File: config.mk
export PLATFORM = sky130hd
export DESIGN_NAME = spi_master_ctrl_flat
export DESIGN_NICKNAME = d
export VERILOG_FILES = /design/src/rtl/spi_master_pkg.sv /design/src/rtl/spi_master_ctrl_if.sv /design/src/rtl/spi_sck_div.sv /design/src/rtl/spi_master_ctrl.sv /design/src/flat_wrapper.sv
export SDC_FILE = /design/constraint.sdc
export NUM_CORES = 1
export LEC_CHECK = 0
export CORE_MARGIN = 2
export CORE_UTILIZATION = 58
export CTS_BUF_LIST = sky130_fd_sc_hd__clkbuf_4 sky130_fd_sc_hd__clkbuf_8
export DETAILED_ROUTE_END_ITERATION = 16
export GPL_ROUTABILITY_DRIVEN = 0
export GPL_TIMING_DRIVEN = 0
export HOLD_SLACK_MARGIN = 0.1
export PLACE_DENSITY = 0.8
export SYNTH_ARGS = -nofsm -noshare
export SYNTH_HDL_FRONTEND = slang
export SYNTH_SLANG_ARGS = --single-unit
File: constraint.sdc
create_clock -name clk_in -period 2.35 [get_ports clk_in]
set_clock_uncertainty 0.15 [all_clocks]
set_input_delay 0.47 -clock clk_in [delete_from_list [all_inputs] [get_ports clk_in]]
set_output_delay 0.47 -clock clk_in [all_outputs]
set_load 0.005 [all_outputs]
File: src/rtl/spi_master_pkg.sv
// spi_master_pkg: controller state encoding and control-write opcodes shared by the SPI master files
package spi_master_pkg;
    typedef enum logic [2:0] {IDLE, CTRL, SETUP, SHIFT, HOLD} state_t;
    localparam logic [7:0] OP_SET_DIV   = 8'h80;
    localparam logic [7:0] OP_SET_3WIRE = 8'h81;
endpackage

File: src/rtl/spi_master_ctrl_if.sv
// spi_master_ctrl_if: host request/ready port of the SPI master (master = host side, slave = controller side)
interface spi_master_ctrl_if;
    logic [4:0]  nbits;
    logic [31:0] mosi_data;
    logic [31:0] miso_data;
    logic        request;
    logic        ready;
    modport master (output nbits, mosi_data, request, input miso_data, ready);
    modport slave  (input nbits, mosi_data, request, output miso_data, ready);
endinterface

File: src/rtl/spi_sck_div.sv
// spi_sck_div: half-period counter generating an idle-high SCK and its fall/rise strobes
module spi_sck_div (
    input  logic        clk_in,
    input  logic        nrst,
    input  logic        en,
    input  logic        hold,
    input  logic [15:0] divcoef,
    output logic        sck,
    output logic        sck_fall,
    output logic        sck_rise
);
    logic [15:0] cnt;
    logic        wrap;

    assign wrap     = en && cnt == divcoef;
    assign sck_fall = wrap && sck;
    assign sck_rise = wrap && !sck;

    // Count 0..divcoef while enabled and toggle SCK at each wrap; hold blocks a fall so SCK parks high
    always_ff @(posedge clk_in or negedge nrst)
        if (!nrst) begin
            cnt <= '0;
            sck <= 1'b1;
        end else if (!en) begin
            cnt <= '0;
            sck <= 1'b1;
        end else begin
            cnt <= wrap ? 16'd0 : cnt + 16'd1;
            if (wrap && !(hold && sck)) sck <= ~sck;
        end
endmodule

File: src/rtl/spi_master_ctrl.sv
// spi_master_ctrl: mode-3 SPI master with request/ready host port; macro SPI_3WIRE_EN adds shared-line 3-wire reads
module spi_master_ctrl
    import spi_master_pkg::*;
#(
    parameter logic [15:0] DIV_COEF = 16'd1
) (
    input  logic             clk_in,
    input  logic             nrst,
    spi_master_ctrl_if.slave host,
    output logic             spi_csn,
    output logic             spi_sck,
`ifdef SPI_3WIRE_EN
    inout  wire              spi_mosi,
`else
    output logic             spi_mosi,
`endif
    input  logic             spi_miso
);
    state_t      state, state_nx;
    logic [15:0] divcoef;
    logic [31:0] tx_q, rx;
    logic [4:0]  idx;
    logic        mosi_q, din, sck_fall, sck_rise, accept, active;

    assign accept = state == IDLE && host.request;
    assign active = state inside {SETUP, SHIFT, HOLD};

    spi_sck_div u_div (
        .clk_in   (clk_in),
        .nrst     (nrst),
        .en       (active),
        .hold     (state == HOLD),
        .divcoef  (divcoef),
        .sck      (spi_sck),
        .sck_fall (sck_fall),
        .sck_rise (sck_rise)
    );

    // State register
    always_ff @(posedge clk_in or negedge nrst)
        if (!nrst) state <= IDLE;
        else       state <= state_nx;

    // Next state: SETUP ends on the first SCK fall, SHIFT on the last rise, HOLD one half-period later
    always_comb begin
        state_nx = state;
        case (state)
            IDLE:    if (host.request) state_nx = host.nbits == 5'd0 ? CTRL : SETUP;
            CTRL:    state_nx = IDLE;
            SETUP:   if (sck_fall) state_nx = SHIFT;
            SHIFT:   if (sck_rise && idx == 5'd0) state_nx = HOLD;
            HOLD:    if (sck_fall) state_nx = IDLE;
            default: state_nx = IDLE;
        endcase
    end

    // Datapath: latch the request, drive on SCK fall, sample on SCK rise, publish the word when HOLD ends
    always_ff @(posedge clk_in or negedge nrst)
        if (!nrst) begin
            host.ready     <= 1'b1;
            host.miso_data <= '0;
            spi_csn        <= 1'b1;
            mosi_q         <= 1'b0;
            divcoef        <= DIV_COEF;
            tx_q           <= '0;
            rx             <= '0;
            idx            <= '0;
        end else begin
            host.ready <= state_nx == IDLE;
            spi_csn    <= !(state_nx inside {SETUP, SHIFT, HOLD});
            if (accept) begin
                tx_q <= host.mosi_data;
                idx  <= host.nbits;
                rx   <= '0;
            end
            if (state == CTRL && tx_q[31:24] == OP_SET_DIV) divcoef <= tx_q[15:0];
            if (state inside {SETUP, SHIFT} && sck_fall) mosi_q <= tx_q[idx];
            if (state == SHIFT && sck_rise) begin
                rx  <= {rx[30:0], din};
                idx <= idx - 5'd1;
            end
            if (state == HOLD && sck_fall) begin
                host.miso_data <= rx;
                mosi_q         <= 1'b0;
            end
        end

`ifdef SPI_3WIRE_EN
    logic [4:0] nbits_q;
    logic       threewire, oe, rd_in;

    assign rd_in    = threewire && tx_q[nbits_q] && 5'(nbits_q - idx) >= 5'd8;
    assign din      = rd_in ? spi_mosi : spi_miso;
    assign spi_mosi = oe ? mosi_q : 1'bz;

    // Wire mode and data-line direction: a 3-wire read releases the line after the 8-bit command
    always_ff @(posedge clk_in or negedge nrst)
        if (!nrst) begin
            nbits_q   <= '0;
            threewire <= 1'b0;
            oe        <= 1'b1;
        end else begin
            if (accept) nbits_q <= host.nbits;
            if (state == CTRL && tx_q[31:24] == OP_SET_3WIRE) threewire <= tx_q[16];
            if (accept || (state == HOLD && sck_fall)) oe <= 1'b1;
            else if (state inside {SETUP, SHIFT} && sck_fall && rd_in) oe <= 1'b0;
        end
`else
    assign din      = spi_miso;
    assign spi_mosi = mosi_q;
`endif
endmodule

File: src/flat_wrapper.sv
// flat-port wrapper written by rule: the top's interface ports become plain ports
module spi_master_ctrl_flat import spi_master_pkg::*;
#(
    parameter logic [15:0] DIV_COEF = 16'd1
)
  (clk_in, nrst, spi_csn, spi_sck, spi_mosi, spi_miso, host_nbits, host_mosi_data, host_request, host_miso_data, host_ready);
  spi_master_ctrl_if host_i ();
  input  logic clk_in;
  input  logic nrst;
  output logic spi_csn;
  output logic spi_sck;
  output logic spi_mosi;
  input  logic spi_miso;
  input wire logic [$bits(host_i.nbits)-1:0] host_nbits;
  input wire logic [$bits(host_i.mosi_data)-1:0] host_mosi_data;
  input wire logic [$bits(host_i.request)-1:0] host_request;
  output wire logic [$bits(host_i.miso_data)-1:0] host_miso_data;
  output wire logic [$bits(host_i.ready)-1:0] host_ready;
  assign host_i.nbits = host_nbits;
  assign host_i.mosi_data = host_mosi_data;
  assign host_i.request = host_request;
  assign host_miso_data = host_i.miso_data;
  assign host_ready = host_i.ready;
  spi_master_ctrl #(.DIV_COEF(DIV_COEF)) u_core (.clk_in(clk_in), .nrst(nrst), .host(host_i), .spi_csn(spi_csn), .spi_sck(spi_sck), .spi_mosi(spi_mosi), .spi_miso(spi_miso));
endmodule
==> key figures, run 1 <==
Run status
  – Status: finished clean

Synth
  – Synthesized area: 6400 sq um
  – Syn nets: 627
  – Most common cell in the netlist: dfrtp_1
  – Mapped Cells: 583
  – Number of flops mapped to enable cells by yosys: 0
  – Area contributors post-synth: dfrtp_1, nand2_1, mux2_4, nand3_1, mux2_2
  – Sequential area share after synthesis: 54.8%
  – Post-synth top area share: 53.2%
  – Mean Syn Cell Area: 11.0 sq um
  – Dominant cell type by area after synthesis: dfrtp_1
  – Main synth FF type: dfrtp_1
  – Distinct cells, synth: 49
  – Yosys warnings: 0
  – Fraction of registers with async set/reset: 100%
  – Flop and latch count out of synthesis: 140
  – Synth top cells by count: dfrtp_1, nand2_1, nand3_1, mux2_4, nor2_1

Die
  – Core Region: 10800 sq um
  – Die Footprint: 11900 sq um
  – Die Y: 109 um
  – Die width: 109 um
  – Row Count: 38
  – Initial Util: 59.3%
  – Num ports: 77

GRT
  – GRT Overall Usage: 25.5%
  – Largest net degree at the start of global routing: 92
  – Vias in the first global route: 4779
  – First-pass GRT wire length: 23.1 mm
  – Antenna violations before repair: 0
  – GRT overflow: 0

Layout
  – # diodes: 0
  – Final net count: 734
  – Fillers: 756
  – Area of the multi-input gates: 2690 sq um
  – Area growth syn-to-layout: 24.3%
  – FF/Latch Area: 3510 sq um
  – Layout cell share with drive strength beyond 1: 20.3%

Pwr
  – Clock share of power: 22.9%
  – Sw Ratio: 37.2%
  – NetSw: 0.00315 W
  – Internal power: 0.00532 W
  – VDD IR max: 0.610 mV
  – Lkg Pwr: 3.84 nW
  – Comb power frac: 34.9%
  – P per Cell Area: 1070 nW/um^2
  – Share of power burned in registers: 42.2%

STA
  – Unrepaired setup endpoints after global routing: true
  – Fin. Hold Viols: 0
  – Crit path time final: 2350 ps
  – Worst-Margin Slew: 613 ps
  – Fin. max-slew vios: 0
  – # setup viols final: 0
  – Fmax: 0.426 GHz
  – Fin worst setup slack: 0.203 ps
  – Hold Slack: 327 ps
  – Fin crit share: 100%
  – Worst rel slew slack: 59.2%

Worst setup path
  – Reg2reg setup slack: 0.2 ps
  – CP top delay family: simple AND/OR/NAND/NOR gates
  – Crit path required time: 2540 ps
  – CP Cell Sequence: xor2_1 > nor4_2 > and3_1 > buf_6 > nand4_4 > buf_6 > mux2_4
  – Buf+Inv Stages, Crit Path: 2
  – CP Capture Type: flop
  – Most used cell along the critical path: buf_6
  – Worst Path Arrival: 2540 ps
  – Crit path max fanout: 10
  – Setup CP Type: reg -> reg
  – Critical path's slowest cell: dfrtp_2
  – Largest stage delay, worst path: 440 ps
  – Startpoint Class: flop

Clocking
  – CTS tree: done
  – H-tree levels: 4
  – CTS buffer count: 17
  – Max clock buf depth: 2
  – Worst-Skew Late Latency: 450 ps
  – Clock tree sinks: 140
  – CTS root buf: clkbuf_8
  – Clock Pin Slew Worst Setup and Hold Paths: 70 ps

Placement
  – HPWL Detailed: 9.79 mm
  – Port-buffer cells: 76
  – Place WS: -598 ps

Drt
  – Wire per inst: 17.0 um
  – # DRC: 0
  – DR iter-0 viols: 301
  – 1st-pass router iterations: 5
  – Antenna Nets Post-Route: 0
  – Vias: 4737
  – Final wirelength: 14.3 mm
  – Vias per Instance: 5.62

Flow run
  – Max_cap viols: 0

Min path
  – Min-Delay Path Class: reg -> reg
[repair_timing]
| action | 4_1_cts | 5_1_grt |
|---|---|---|
| gates resized for setup | 7 | 27 |
| gates cloned | 0 | 1 |
| endpoints found under the setup margin | 77 | 86 |
| hold endpoints to repair | 49 | 0 |
| pin swaps | 2 | 4 |
| buffers inserted | 2 | 7 |
| hold buffers | 1 | 0 |
[registers in the layout, summed over array words and instances, names as in the netlist]
name                   cells
u_core.idx                 5
u_core.u_div.sck           1
u_core.tx_q               32
u_core.rx                 32
u_core.state               3
u_core.spi_mosi            1
u_core.spi_csn             1
u_core.host.ready          1
u_core.divcoef            16
u_core.host.miso_data     32
u_core.u_div.cnt          16
[cell usage in the layout, fill, tap and decap left out, types with 6 or more instances in the layout]
| cell type | Yosys | layout |
|---|---|---|
| buf_2 | 11 | 7 |
| buf_4 | 1 | 10 |
| clkbuf_1 | 20 | 14 |
| clkbuf_2 | 0 | 6 |
| clkbuf_8 | 0 | 19 |
| clkdlybuf4s50_1 | 0 | 75 |
| dfrtp_1 | 136 | 133 |
| inv_1 | 22 | 22 |
| mux2_2 | 19 | 19 |
| mux2_4 | 30 | 30 |
| mux4_2 | 7 | 7 |
| nand2_1 | 126 | 126 |
| nand3_1 | 47 | 46 |
| nor2_1 | 26 | 25 |
| o21ai_0 | 20 | 20 |
| o31ai_1 | 18 | 18 |
| xnor2_1 | 9 | 9 |
| xor2_1 | 21 | 21 |
[metal layers]
metal,vias to the layer above,wire (um),track usage (%)
met3,31,674,4.96
met2,159,7360,42.5
met5,-,0,0
met4,0,298,11.9
met1,2343,6010,32.0
li1,2204,-,-
[layout make-up]
cell class / instances / share of cell area, %
tap: 140 / 2.20
inverter: 22 / 1.04
buffer: 35 / 2.53
clock inverter: 11 / 1.49
multi-input combinational: 386 / 33.9
timing repair buffer: 88 / 11.2
sequential: 140 / 44.2
clock buffer: 21 / 3.48
[power groups by stage]
stage / sequential [W] / clock, W / combinational (W)
after floorplan: 0.00343 / 0 / 0.00190
after global placement: 0.00357 / 0 / 0.00252
after detailed placement: 0.00361 / 0 / 0.00262
after CTS: 0.00357 / 0.00196 / 0.00275
after global routing: 0.00365 / 0.00207 / 0.00322
final: 0.00357 / 0.00194 / 0.00296
[path summary, 6_finish.rpt]
kind	startpoint	cells past startpoint	to
setup reg to reg	u_core.u_div.cnt[6]	7	u_core.host.miso_data[1]
hold reg to reg	u_core.tx_q[16]	2	u_core.tx_q[16]
max in group asynchronous	nrst	3	u_core.host.ready
hold / removal	u_core.tx_q[16]	2	u_core.tx_q[16]
min in group asynchronous	nrst	2	u_core.host.miso_data[17]
setup / recovery	u_core.u_div.cnt[6]	7	u_core.host.miso_data[1]
[through the flow]
stage          std cells  utilization, %  area (sq um)  setup TNS (ps)  power, W
2_1_floorplan        583               -          6400               0   0.00532
3_3_place_gp         799            67.9          7330         -659720   0.00609
3_5_place_dp         800            68.2          7360          -24430   0.00623
4_1_cts              835            72.4          7820               0   0.00827
5_1_grt              843            73.7          7950           -1620   0.00895
6_report             843            73.7          7950               0   0.00847
[worst register-to-register path, delay by kind of cell, from the launching register on]
kind | cells | cell delay [ps]
multiplexers | 1 | 310
XOR/XNOR | 1 | 160
buffers and inverters | 2 | 370
flip-flops | 1 | 440
AND/OR/NAND/NOR | 3 | 810
[cell families (layout without fill, tap and decap cells)]
group | Yosys count | in the layout | synth area share [%]
muxes | 61 | 61 | 13.6
buffers and inverters | 57 | 177 | 3.97
xor gates and xnor gates | 30 | 30 | 4.11
AOI/OAI and AO/OA | 53 | 53 | 5.46
adders and majority gates | 3 | 3 | 0.587
and+or+nand+nor | 239 | 239 | 17.4
DFF | 140 | 140 | 54.8
Power figures use the tool's default switching activity.
==> run 2, diff against run 1 <==
--- a/config.mk
+++ b/config.mk
@@ -5,14 +5,15 @@
 export SDC_FILE = /design/constraint.sdc
 export NUM_CORES = 1
 export LEC_CHECK = 0
+export CAP_MARGIN = 20
 export CORE_MARGIN = 2
-export CORE_UTILIZATION = 58
-export CTS_BUF_LIST = sky130_fd_sc_hd__clkbuf_4 sky130_fd_sc_hd__clkbuf_8
+export CORE_UTILIZATION = 56
+export CTS_BUF_LIST = sky130_fd_sc_hd__clkbuf_8 sky130_fd_sc_hd__clkbuf_16
 export DETAILED_ROUTE_END_ITERATION = 16
 export GPL_ROUTABILITY_DRIVEN = 0
 export GPL_TIMING_DRIVEN = 0
 export HOLD_SLACK_MARGIN = 0.1
-export PLACE_DENSITY = 0.8
+export PLACE_DENSITY = 0.77
 export SYNTH_ARGS = -nofsm -noshare
 export SYNTH_HDL_FRONTEND = slang
 export SYNTH_SLANG_ARGS = --single-unit
==> run 2 against run 1 <==
The flow now finishes with violations (negative setup slack); die area rose by 3.4%; routed wire length rose by 2.1%; first-iteration DRC count fell by 16%; total power rose by 13%; critical path type unchanged; critical endpoint is now u_core.host.miso_data[30]; largest cell class unchanged; highest routed layer unchanged.
==> key figures, run 2 (synthesis results as in run 1) <==
Die
  – Die Footprint: 12300 sq um
  – Die width: 111 um
  – Initial Util: 56.8%
  – Num ports: 77
  – Die Y: 111 um
  – Row Count: 39
  – Core Region: 11300 sq um

Layout
  – # diodes: 0
  – Commonest non-fill, non-tap cell in the layout: dfrtp_1
  – Layout cell share with drive strength beyond 1: 20.9%
  – Final core occ: 73.5%
  – Fillers: 774
  – Final net count: 738
  – Most frequent cells in the layout: dfrtp_1, nand2_1, clkdlybuf4s50_1, nand3_1, mux2_4
  – Area growth syn-to-layout: 29.4%
  – Non-Filler Instances: 850
  – Regs by FF count: u_core.host.miso_data: 32 flops, u_core.rx: 32 flops, u_core.tx_q: 32 flops

STA
  – Worst-Margin Slew: 591 ps
  – Fin worst setup slack: -38.3 ps
  – Fmax: 0.419 GHz
  – Fin. max-slew vios: 0
  – Unrepaired setup endpoints after global routing: true
  – # setup viols final: 26
  – Crit path time final: 2390 ps
  – Fin. Hold Viols: 0
  – Worst rel slew slack: 60.6%
  – Fin crit share: 102%

Clocking
  – Clock Pin Slew Worst Setup and Hold Paths: 60 ps
  – H-tree levels: 4
  – Clock tree sinks: 140
  – Worst-Skew Late Latency: 430 ps
  – CTS buffer count: 17
  – CTS root buf: clkbuf_16
  – Max clock buf depth: 2
  – CTS tree: done

Run status
  – Status: finished, violations left
  – Violated checks: negative setup slack

Drt
  – Antenna Nets Post-Route: 0
  – DR iter-0 viols: 252
  – Vias per Instance: 5.70
  – # DRC: 0
  – Vias: 4847
  – Final wirelength: 14.6 mm
  – 1st-pass router iterations: 5
  – Wire per inst: 17.2 um

Worst setup path
  – Worst Path Arrival: 2540 ps
  – Startpoint Class: flop
  – Setup CP Type: reg -> reg
  – CP Capture Type: flop
  – Crit path max fanout: 10
  – Crit path required time: 2500 ps

Placement
  – Inst Count DP: 804
  – HPWL Detailed: 9.84 mm
  – Port-buffer cells: 76

GRT
  – GRT Overall Usage: 24.5%
  – Vias in the first global route: 4892
  – First-pass GRT wire length: 23.9 mm
  – GRT overflow: 0
  – Antenna violations before repair: 0
  – Largest net degree at the start of global routing: 80

Pwr
  – Lkg Pwr: 3.99 nW
  – VDD IR max: 0.821 mV
  – Overall power: 0.00961 W
  – P per Cell Area: 1160 nW/um^2

Min path
  – Min-Delay Path Class: reg -> reg

Flow run
  – Max_cap viols: 0
-- run 2: cell types whose count changed in the layout (fill, tap and decap cells not counted), moves of 3 or more --
cell / previous run / this run
clkbuf_4: 5 / 1
buf_4: 10 / 14
clkbuf_8: 19 / 4
clkinvlp_4: 4 / 1
clkbuf_16: 1 / 18
bufinv_16: 2 / 5
-- run 2: layout make-up --
type	count	area [sq um]	area share, %
plain buffers	35	196	2.37
clock buffers	21	480	5.80
clock inverters	11	186	2.25
inverters	22	82.6	0.997
multi-input cells	386	2720	32.9
flip-flops and latches	140	3510	42.4
well taps	143	179	2.16
repair buffers	92	920	11.1
-- run 2: critical path: stages, from the launching register on --
cell,delay (ps)
dfstp_2,560
xor2_2,110
nor4_4,330
and3_4,240
buf_6,130
nand4_4,200
buf_6,230
mux2_4,310
-- run 2: per-layer routing --
metal  global-route usage [%]  vias up  part of all wire, %
li1                         -     2207                    -
met1                     30.9     2412                   42
met2                     40.0      199                   51
met3                     6.12       29                  5.5
met4                     11.7        0                  2.1
met5                        0        -                    0
-- run 2: repair_timing --
item,in CTS,in global routing
buffers inserted,0,12
endpoints found under the hold margin,59,0
pin swaps,2,3
gates cloned,0,1
hold buffers,1,0
resized for setup,7,28
setup endpoints to repair,73,89
-- run 2: power breakdown --
| part | leakage [nW] | switching, W | total (W) | internal [W] |
|---|---|---|---|---|
| registers | 1.85 | 0.000553 | 0.00361 | 0.00305 |
| clock network | 0.329 | 0.00101 | 0.00300 | 0.00199 |
| logic | 1.81 | 0.00171 | 0.00300 | 0.00129 |
| total | 3.99 | 0.00327 | 0.00961 | 0.00634 |
-- run 2: stage by stage --
step	area, sq um	worst slack [ps]	setup TNS (ps)	hold slack [ps]
2_1_floorplan	6400	266	0	24.4
3_3_place_gp	7340	-4640	-667000	309
3_5_place_dp	7370	-269	-7110	307
4_1_cts	8080	2.19	0	338
5_1_grt	8280	-119	-3680	368
6_report	8280	-38.3	-614	336
-- run 2: final timing paths --
check	from	to	slack, ps	depth (start not counted)
worst min register to register	u_core.tx_q[20]	u_core.tx_q[20]	340	2
worst max register to register	u_core.divcoef[0]	u_core.host.miso_data[30]	-40	7
min in group asynchronous	nrst	u_core.host.miso_data[27]	440	2
max in group asynchronous	nrst	u_core.divcoef[0]	810	3
worst max-delay path	u_core.divcoef[0]	u_core.host.miso_data[30]	-40	7
worst min-delay path	u_core.tx_q[20]	u_core.tx_q[20]	340	2
==> run 3, diff against run 2 <==
--- a/config.mk
+++ b/config.mk
@@ -13,7 +13,7 @@
 export GPL_ROUTABILITY_DRIVEN = 0
 export GPL_TIMING_DRIVEN = 0
 export HOLD_SLACK_MARGIN = 0.1
-export PLACE_DENSITY = 0.77
+export PLACE_DENSITY = 0.87
 export SYNTH_ARGS = -nofsm -noshare
 export SYNTH_HDL_FRONTEND = slang
 export SYNTH_SLANG_ARGS = --single-unit
==> run 3 against run 2 <==
The run now ends clean; count of clock-buffer cells in the layout is 3 lower; worst setup slack better by 58 ps; total power is 1.5% lower; sequential power hardly changed.
==> key figures, run 3 (synthesis results as in run 1) <==
Run status
  – Status: finished clean

Clocking
  – CTS tree: done
  – Worst-Skew Late Latency: 420 ps
  – Clock Pin Slew Worst Setup and Hold Paths: 60 ps
  – Max clock buf depth: 2
  – CTS root buf: clkbuf_16
  – Clock tree sinks: 140
  – CTS buffer count: 17
  – H-tree levels: 4

Die
  – Num ports: 77
  – Row Count: 39
  – Core Region: 11300 sq um
  – Die width: 111 um
  – Die Footprint: 12300 sq um
  – Initial Util: 56.8%
  – Die Y: 111 um

Layout
  – Area of the multi-input gates: 2680 sq um
  – Regs by FF count: u_core.host.miso_data: 32 flops, u_core.rx: 32 flops, u_core.tx_q: 32 flops
  – Final net count: 738
  – FF/Latch Area: 3510 sq um
  – # diodes: 0
  – Layout cell share with drive strength beyond 1: 19.8%
  – Commonest non-fill, non-tap cell in the layout: dfrtp_1
  – Area growth syn-to-layout: 28.4%
  – Non-Filler Instances: 850
  – Fillers: 728
  – Most frequent cells in the layout: dfrtp_1, nand2_1, clkdlybuf4s50_1, nand3_1, mux2_4
  – Final core occ: 72.9%

STA
  – Fin. Hold Viols: 0
  – # setup viols final: 0
  – Hold Slack: 328 ps
  – Fin worst setup slack: 19.7 ps
  – Crit path time final: 2330 ps
  – Worst-Margin Slew: 674 ps
  – Fmax: 0.429 GHz
  – Fin. max-slew vios: 0
  – Worst rel slew slack: 54.6%
  – Unrepaired setup endpoints after global routing: true
  – Fin crit share: 99.2%

GRT
  – Antenna violations before repair: 0
  – First-pass GRT wire length: 25.0 mm
  – Vias in the first global route: 5104
  – Largest net degree at the start of global routing: 74
  – GRT Overall Usage: 25.6%
  – GRT overflow: 0

Pwr
  – Lkg Pwr: 3.99 nW
  – VDD IR max: 0.812 mV
  – P per Cell Area: 1150 nW/um^2

Drt
  – Vias: 4896
  – DR iter-0 viols: 446
  – Antenna Nets Post-Route: 0
  – 1st-pass router iterations: 5
  – Final wirelength: 15.3 mm
  – Wire per inst: 18.0 um
  – # DRC: 0
  – Vias per Instance: 5.76

Placement
  – HPWL Detailed: 10.3 mm
  – Port-buffer cells: 76
  – Place WS: -304 ps
  – Inst Count DP: 804

Worst setup path
  – CP Capture Type: flop
  – Worst Path Arrival: 2480 ps
  – Startpoint Class: flop
  – Setup CP Type: reg -> reg
  – Crit path max fanout: 10
  – Crit path required time: 2500 ps

Min path
  – Min-Delay Path Class: reg -> reg

Flow run
  – Max_cap viols: 0
## run 3: worst paths after layout
| kind | from | slack [ps] | cells after the start | end |
|---|---|---|---|---|
| worst max-delay path | u_core.divcoef[15] | 20 | 7 | u_core.host.miso_data[10] |
| max in group asynchronous | nrst | 790 | 3 | u_core.divcoef[0] |
| worst max register to register | u_core.divcoef[15] | 20 | 7 | u_core.host.miso_data[10] |
| worst min register to register | u_core.tx_q[20] | 330 | 2 | u_core.tx_q[20] |
| min in group asynchronous | nrst | 460 | 2 | u_core.host.miso_data[28] |
| worst min-delay path | u_core.tx_q[20] | 330 | 2 | u_core.tx_q[20] |
## run 3: cell type report
class / instances / share of cell area [%]
repair buffers: 92 / 11.2
clock buffers: 18 / 5.35
well taps: 143 / 2.18
plain buffers: 35 / 2.42
inverters: 22 / 1.01
flip-flops and latches: 140 / 42.7
multi-input cells: 386 / 32.7
clock inverters: 14 / 2.45
## run 3: routing by layer
layer  global-route usage [%]  part of all wire, %  up-vias
met5                        0                    0        -
met4                     10.9                  2.2        0
met3                     6.40                  6.3       33
met2                     42.9                   50      233
met1                     31.9                   41     2416
li1                         -                    -     2214
## run 3: through the flow
step	power [W]	cell area [sq um]	TNS [ps]
after floorplan	0.00532	6400	0
after global placement	0.00605	7340	-655170
after detailed placement	0.00624	7370	-9000
after CTS	0.00925	8050	0
after global routing	0.00992	8210	-2360
final	0.00947	8210	0
## run 3: power by group
| part | total [W] | switching [W] | internal [W] | leakage (nW) |
|---|---|---|---|---|
| Sequential | 0.00360 | 0.000552 | 0.00305 | 1.85 |
| Clock | 0.00291 | 0.00101 | 0.00189 | 0.318 |
| Combinational | 0.00296 | 0.00173 | 0.00123 | 1.82 |
## run 3: worst max-delay path: stages, from the launching register on
cell and delay (ps):
dfrtp_1 400, xor2_1 200, nor4_2 370, and3_1 230, buf_6 120, nand4_4 190, buf_6 240, mux2_4 310
## run 3: what timing repair did
item / 4_1_cts / 5_1_grt
pin swaps: 1 / 6
buffers inserted: 2 / 10
hold endpoints to repair: 67 / 0
gates cloned: 0 / 1
setup endpoints to repair: 68 / 83
hold buffers: 1 / 0
gates resized for setup: 5 / 21
